<file path="config.mk">
export PLATFORM = sky130hd
export DESIGN_NAME = core_run_ctrl
export DESIGN_NICKNAME = d
export VERILOG_FILES = /design/src/rtl/core_run_ctrl.sv
export SDC_FILE = /design/constraint.sdc
export NUM_CORES = 1
export LEC_CHECK = 0
export ABC_AREA = 1
export CORE_MARGIN = 1.5
export CORE_UTILIZATION = 40
export DETAILED_ROUTE_END_ITERATION = 8
export PLACE_DENSITY = 0.8
export SYNTH_ARGS = -nofsm -noshare
export SYNTH_HDL_FRONTEND = slang
export SYNTH_SLANG_ARGS = --single-unit
</file>
<file path="constraint.sdc">
create_clock -name i_clk -period 2.24 [get_ports i_clk]
set_input_delay 0.672 -clock i_clk [delete_from_list [all_inputs] [get_ports i_clk]]
set_output_delay 0.672 -clock i_clk [all_outputs]
set_load 0.05 [all_outputs]
</file>
<file path="src/rtl/core_run_ctrl.sv">
// rtl/core_run_ctrl.sv - run controller: core reset sequencing, free/single-step run, checkpoint scoring, watchdog
module core_run_ctrl #(
    parameter int RST_CYCLES  = 4,
    parameter int TIMEOUT_CYC = 1048576,
    parameter int CNT_W       = 8
) (
    input  logic             i_clk,
    input  logic             i_reset,
    input  logic             i_start,
    input  logic             i_step_mode,
    input  logic             i_step,
    input  logic [31:0]      i_pc_debug,
    input  logic             i_insn_vld,
    input  logic             i_ledr_we,
    input  logic [31:0]      i_ledr_wdata,
    input  logic [31:0]      i_end_pc,
    output logic             o_core_reset,
    output logic             o_core_en,
    output logic [2:0]       o_state,
    output logic [CNT_W-1:0] o_pass_cnt,
    output logic [CNT_W-1:0] o_fail_cnt,
    output logic [CNT_W-1:0] o_illegal_cnt,
    output logic             o_done,
    output logic             o_timeout,
    output logic             o_all_pass
);

    typedef enum logic [2:0] {
        S_IDLE      = 3'd0,
        S_CORE_RST  = 3'd1,
        S_RUN       = 3'd2,
        S_STEP_WAIT = 3'd3,
        S_DONE      = 3'd4
    } state_t;

    localparam int RC_W = (RST_CYCLES > 1) ? $clog2(RST_CYCLES) : 1;
    localparam logic [RC_W-1:0] RC_LAST = RC_W'(RST_CYCLES - 1);
    localparam int WD_W = $clog2(TIMEOUT_CYC + 1);
    localparam logic [WD_W-1:0] WD_LAST = WD_W'(TIMEOUT_CYC - 1);
    localparam logic [CNT_W-1:0] CNT_MAX = '1;

    state_t            state;
    logic [RC_W-1:0]   rst_cnt;
    logic [WD_W-1:0]   wd_cnt;
    logic              single_step;

    logic              en;
    logic              end_hit;
    logic              wd_hit;
    logic [CNT_W-1:0]  pass_nx;
    logic [CNT_W-1:0]  fail_nx;
    logic [CNT_W-1:0]  ill_nx;
    logic              all_pass_nx;

    assign o_state = state;

    // Core inputs only matter while the core is actually clocked (RUN).
    always_comb begin
        en      = (state == S_RUN);
        end_hit = en && i_insn_vld && (i_pc_debug == i_end_pc);
        wd_hit  = en && (wd_cnt == WD_LAST);
        pass_nx = o_pass_cnt;
        fail_nx = o_fail_cnt;
        ill_nx  = o_illegal_cnt;
        if (en && i_ledr_we && (i_ledr_wdata == 32'h1) && (o_pass_cnt != CNT_MAX))
            pass_nx = o_pass_cnt + 1'b1;
        if (en && i_ledr_we && (i_ledr_wdata != 32'h1) && (o_fail_cnt != CNT_MAX))
            fail_nx = o_fail_cnt + 1'b1;
        if (en && !i_insn_vld && (o_illegal_cnt != CNT_MAX))
            ill_nx = o_illegal_cnt + 1'b1;
        all_pass_nx = end_hit && (fail_nx == '0) && (pass_nx != '0) && (ill_nx == '0);
    end

    always_ff @(posedge i_clk) begin
        if (i_reset) begin
            state         <= S_IDLE;
            o_core_reset  <= 1'b1;
            o_core_en     <= 1'b0;
            rst_cnt       <= '0;
            wd_cnt        <= '0;
            single_step   <= 1'b0;
            o_pass_cnt    <= '0;
            o_fail_cnt    <= '0;
            o_illegal_cnt <= '0;
            o_done        <= 1'b0;
            o_timeout     <= 1'b0;
            o_all_pass    <= 1'b0;
        end else begin
            case (state)
                S_IDLE, S_DONE: begin
                    if (i_start) begin
                        state         <= S_CORE_RST;
                        o_core_reset  <= 1'b1;
                        o_core_en     <= 1'b0;
                        rst_cnt       <= '0;
                        wd_cnt        <= '0;
                        single_step   <= 1'b0;
                        o_pass_cnt    <= '0;
                        o_fail_cnt    <= '0;
                        o_illegal_cnt <= '0;
                        o_done        <= 1'b0;
                        o_timeout     <= 1'b0;
                        o_all_pass    <= 1'b0;
                    end
                end
                S_CORE_RST: begin
                    if (rst_cnt == RC_LAST) begin
                        o_core_reset <= 1'b0;
                        if (i_step_mode) begin
                            state <= S_STEP_WAIT;
                        end else begin
                            state     <= S_RUN;
                            o_core_en <= 1'b1;
                        end
                    end else begin
                        rst_cnt <= rst_cnt + 1'b1;
                    end
                end
                S_STEP_WAIT: begin
                    if (i_step) begin
                        state       <= S_RUN;
                        o_core_en   <= 1'b1;
                        single_step <= 1'b1;
                    end
                end
                S_RUN: begin
                    o_pass_cnt    <= pass_nx;
                    o_fail_cnt    <= fail_nx;
                    o_illegal_cnt <= ill_nx;
                    wd_cnt        <= wd_cnt + 1'b1;
                    single_step   <= 1'b0;
                    // End detection outranks the watchdog when both land together.
                    if (end_hit || wd_hit) begin
                        state      <= S_DONE;
                        o_core_en  <= 1'b0;
                        o_done     <= 1'b1;
                        o_timeout  <= !end_hit;
                        o_all_pass <= all_pass_nx;
                    end else if (single_step && i_step_mode) begin
                        state     <= S_STEP_WAIT;
                        o_core_en <= 1'b0;
                    end
                end
                default: begin
                    state        <= S_IDLE;
                    o_core_reset <= 1'b1;
                    o_core_en    <= 1'b0;
                end
            endcase
        end
    end

endmodule

</file>
==> summary.md <==
| Metric | Value |
|---|---|
| Outcome | `completed` |
| Critical path capture point type | `primary output` |
| Die area | `~12000 µm²` |
| Vias | `between 5000 and 6000` |
| Power Density | `497 nW/µm²` |
| Vias per cell | `4.89` |
| Max-Cap Viols | `0` |
| Number of diodes | `0` |
| Antenna violations before repair | `0` |
| Clock power share | `17.3%` |
| First-pass GRT wire length | `20600 µm` |
| Largest net degree at the start of global routing | `46` |
| Number of global-route vias before repair | `4569` |
| Setup violations, final | `0` |
| Post-synth ARST share | `0%` |
| Avg Cell Area, Syn | `5.78 µm²` |
| Longest Clk Path Bufs | `2` |
| Tcrit/Tclk final | `slightly below 100%` |
| Setup ws final | `56.2 ps` |
| R2r endpoint | `o_all_pass$_SDFFE_PP0P_` |
| Gate power share | `between 40% and 50%` |
| IO buf count | `134` |
| Critical Path AT | `approximately 1500 ps` |
| Hold Crit Class | `reg2reg` |
| Clk_lat worst skew | `310 ps` |
| Root Buffer | `clkbuf_8` |
| DRT antenna net count | `0` |
| Crit path buf inv count | `1` |
| Net Switching | `about 0.0014 W` |
| DR iter-0 viols | `205` |
| CTS Sinks | `56` |
| R2r setup slk | `170 ps` |
| CP Max Fanout | `3` |
| Achievable Freq | `around 460 MHz` |
| P&R area growth vs syn | `50.3%` |
| Final Hold Vio Count | `0` |
| Total CTS buffers | `5` |
| RSZ-0062 raised after global routing | `true` |
| Core footprint | `10800 µm²` |
| Starting density of the core | `40.9%` |
| Die Span Y | `108 µm` |
| Slowest cell on the critical path | `clkdlybuf4s50_1` |
| Startpoint Class | `flip-flop` |
| Global route total overflow | `0` |
| Worst path cell trace | `clkdlybuf4s50_1` |
| Max_slew headroom | `66.4%` |
| Levels on crit path | `1` |
| Fillers | `949` |
| Dpl cell area | `6150 µm²` |
| Syn nets | `872` |
| Clock slew seen by the registers of the worst setup and hold paths | `100 ps` |
| Clock Skews | `8.71 ps` |
| Die width | `roughly 110 µm` |
| Slowest stage delay, CP | `820 ps` |
| Post-synth EDFFs | `0` |
| Io pins | `around 140` |
| Setup WS pre-CTS | `-419 ps` |
| Critical path capture point | `o_illegal_cnt[6]` |
| Static Leak | `3.63 nW` |
| Count of different cell masters after synthesis | `between 40 and 50` |
| Sequential fraction of the synthesis area | `25.4%` |
| Sequential Power Share | `34.4%` |
| Worst slew pin tran | `503 ps` |
| Yosys reg bits | `56` |
| Peak VDD IR | `773 µV` |
| Synthesized area | `4420 µm²` |
| Routed wire per std cell | `12.3 µm` |
| Reg2Reg Depth | `14` |
| Routed WL | `13300 µm` |
| Drt pass-1 iters | `4` |
| Placement Rows | `38` |
| CTS tree | `built` |
| Reg2reg start | `o_illegal_cnt[1]$_SDFFE_PP0P_` |
| Nets | `between 1000 and 1500` |
| Placer Congestion | `0.954` |
| Layout cells sized above 1 | `17.7%` |
| Critical Path RT | `around 1600 ps` |
| Synthesis Warnings | `0` |
| CP startpoint | `o_illegal_cnt[6]$_SDFFE_PP0P_` |
| Tot GR Track Use | `21.6%` |
| Post-Syn Instances | `between 700 and 800` |
| Residual DRC | `0` |
| Cell Int Power | `0.00193 W` |
| Hold buffers post-CTS | `0` |
| Top Family by Delay on Critical Path | `buffers and inverters` |
| Sw Ratio | `41.6%` |
| WS Path Type | `reg2out` |
| Slew Limit Fails | `0` |
| Fin crit period | `2180 ps` |
| Top FF cell, synth | `dfxtp_1` |
| Final Cell Area | `6640 µm²` |
| Dpl hpwl | `10000 µm` |
| H-tree depth | `2` |
## how the worst min path moves through the flow
stage	depth (start not counted)	end	start	slack, ps
after detailed placement	2	wd_cnt[20]$_SDFFE_PP0P_	wd_cnt[20]$_SDFFE_PP0P_	450
after global routing	1	rst_cnt[0]$_SDFFE_PP0P_	rst_cnt[0]$_SDFFE_PP0P_	490
after CTS	1	rst_cnt[0]$_SDFFE_PP0P_	rst_cnt[0]$_SDFFE_PP0P_	470
final	2	o_done$_SDFFE_PP0P_	o_done$_SDFFE_PP0P_	470
after global placement	2	o_core_en$_SDFFE_PP0P_	o_core_en$_SDFFE_PP0P_	440
after floorplan	1	rst_cnt[0]$_SDFFE_PP0P_	rst_cnt[0]$_SDFFE_PP0P_	430
## cells in the final DEF (no fill, tap or decap), types with 5 or more instances in the layout
master	Yosys	routed
nor2_2	5	10
inv_2	5	8
nor2_1	91	83
nor3_1	6	6
nand3_2	8	8
xor2_1	12	12
xnor2_1	13	8
nand4_1	30	30
o21ai_0	22	21
a21oi_1	46	46
nand2_2	3	23
nand2_1	255	235
xnor2_2	0	5
dfxtp_1	56	52
nand3_1	30	29
clkbuf_8	0	5
dlymetal6s2s_1	0	69
inv_1	120	117
clkdlybuf4s50_1	0	38
buf_4	0	77
or2_2	8	8
## repair_timing
item                                    4_1_cts  5_1_grt
gates cloned                                  0        0
endpoints found under the setup margin        1        9
pin swaps                                     0       66
gates resized for setup                       4      116
setup buffers                                 0        8
## per-stage QoR
step,std cells,util [%],power [W],hold WS [ps],TNS (ps)
after floorplan,764,-,0.00208,432,0
after global placement,1067,57.0,0.00267,444,-1890
after detailed placement,1067,57.0,0.00268,452,-2070
after CTS,1075,58.0,0.00326,469,0
after global routing,1083,61.5,0.00351,490,-41.5
final,1083,61.5,0.00330,467,0
## registers in the layout, indices dropped and copies added (netlist names)
signal / count
o_done: 1
o_pass_cnt: 8
rst_cnt: 2
o_illegal_cnt: 8
o_fail_cnt: 8
single_step: 1
o_state: 3
o_core_en: 1
wd_cnt: 21
o_timeout: 1
o_core_reset: 1
o_all_pass: 1
## cell usage after synthesis, types with 3 or more instances
library cell | instances | share of area (%)
nand2_1 | 255 | 22
clkbuf_1 | 11 | 0.93
inv_2 | 5 | 0.42
or2_2 | 8 | 1.1
ha_1 | 5 | 1.4
a221oi_1 | 4 | 0.79
nand3b_1 | 3 | 0.51
a211oi_1 | 3 | 0.51
nand2_2 | 3 | 0.42
nand3_1 | 30 | 3.4
nand3_2 | 8 | 1.8
buf_2 | 3 | 0.34
nor2_1 | 91 | 7.7
xnor2_1 | 13 | 2.6
o21ai_0 | 22 | 2.5
a21oi_1 | 46 | 5.2
nor2_2 | 5 | 0.71
inv_1 | 120 | 10
xor2_1 | 12 | 2.4
dfxtp_1 | 56 | 25
nand4_1 | 30 | 4.2
nor3_1 | 6 | 0.68
## cell families after synthesis
group,share of synthesized area (%)
simple gates,44.5
buf+inv,12.6
compound gates,11.1
flops,25.4
xor+xnor,4.96
fa+ha+maj,1.42
## power groups by stage
stage | Sequential (W) | Clock, W | Combinational, W
after global routing | 0.00115 | 0.000621 | 0.00174
after global placement | 0.00115 | 0 | 0.00151
after detailed placement | 0.00115 | 0 | 0.00152
final | 0.00114 | 0.000572 | 0.00159
after floorplan | 0.00128 | 0 | 0.000798
after CTS | 0.00113 | 0.000583 | 0.00154
## layout make-up
class | instances | area [µm²] | area share (%)
multi-input combinational | 565 | 2890 | 43.5
timing repair buffer | 188 | 1880 | 28.4
sequential | 56 | 1130 | 17.0
inverter | 126 | 474 | 7.14
tap | 140 | 175 | 2.64
clock buffer | 6 | 72.6 | 1.09
clock inverter | 2 | 16.3 | 0.245
## routing by layer
| layer | global-route usage [%] | part of all wire (%) | routed length [µm] | vias to the layer above |
|---|---|---|---|---|
| met5 | 0 | 0 | 0 | - |
| met4 | 6.48 | 2.4 | 325 | 0 |
| met3 | 3.68 | 6.4 | 850 | 25 |
| met2 | 36.3 | 46 | 6150 | 137 |
| met1 | 28.3 | 45 | 5990 | 2379 |
| li1 | - | - | - | 2751 |
Note: power is estimated with default switching activity, not from simulation.
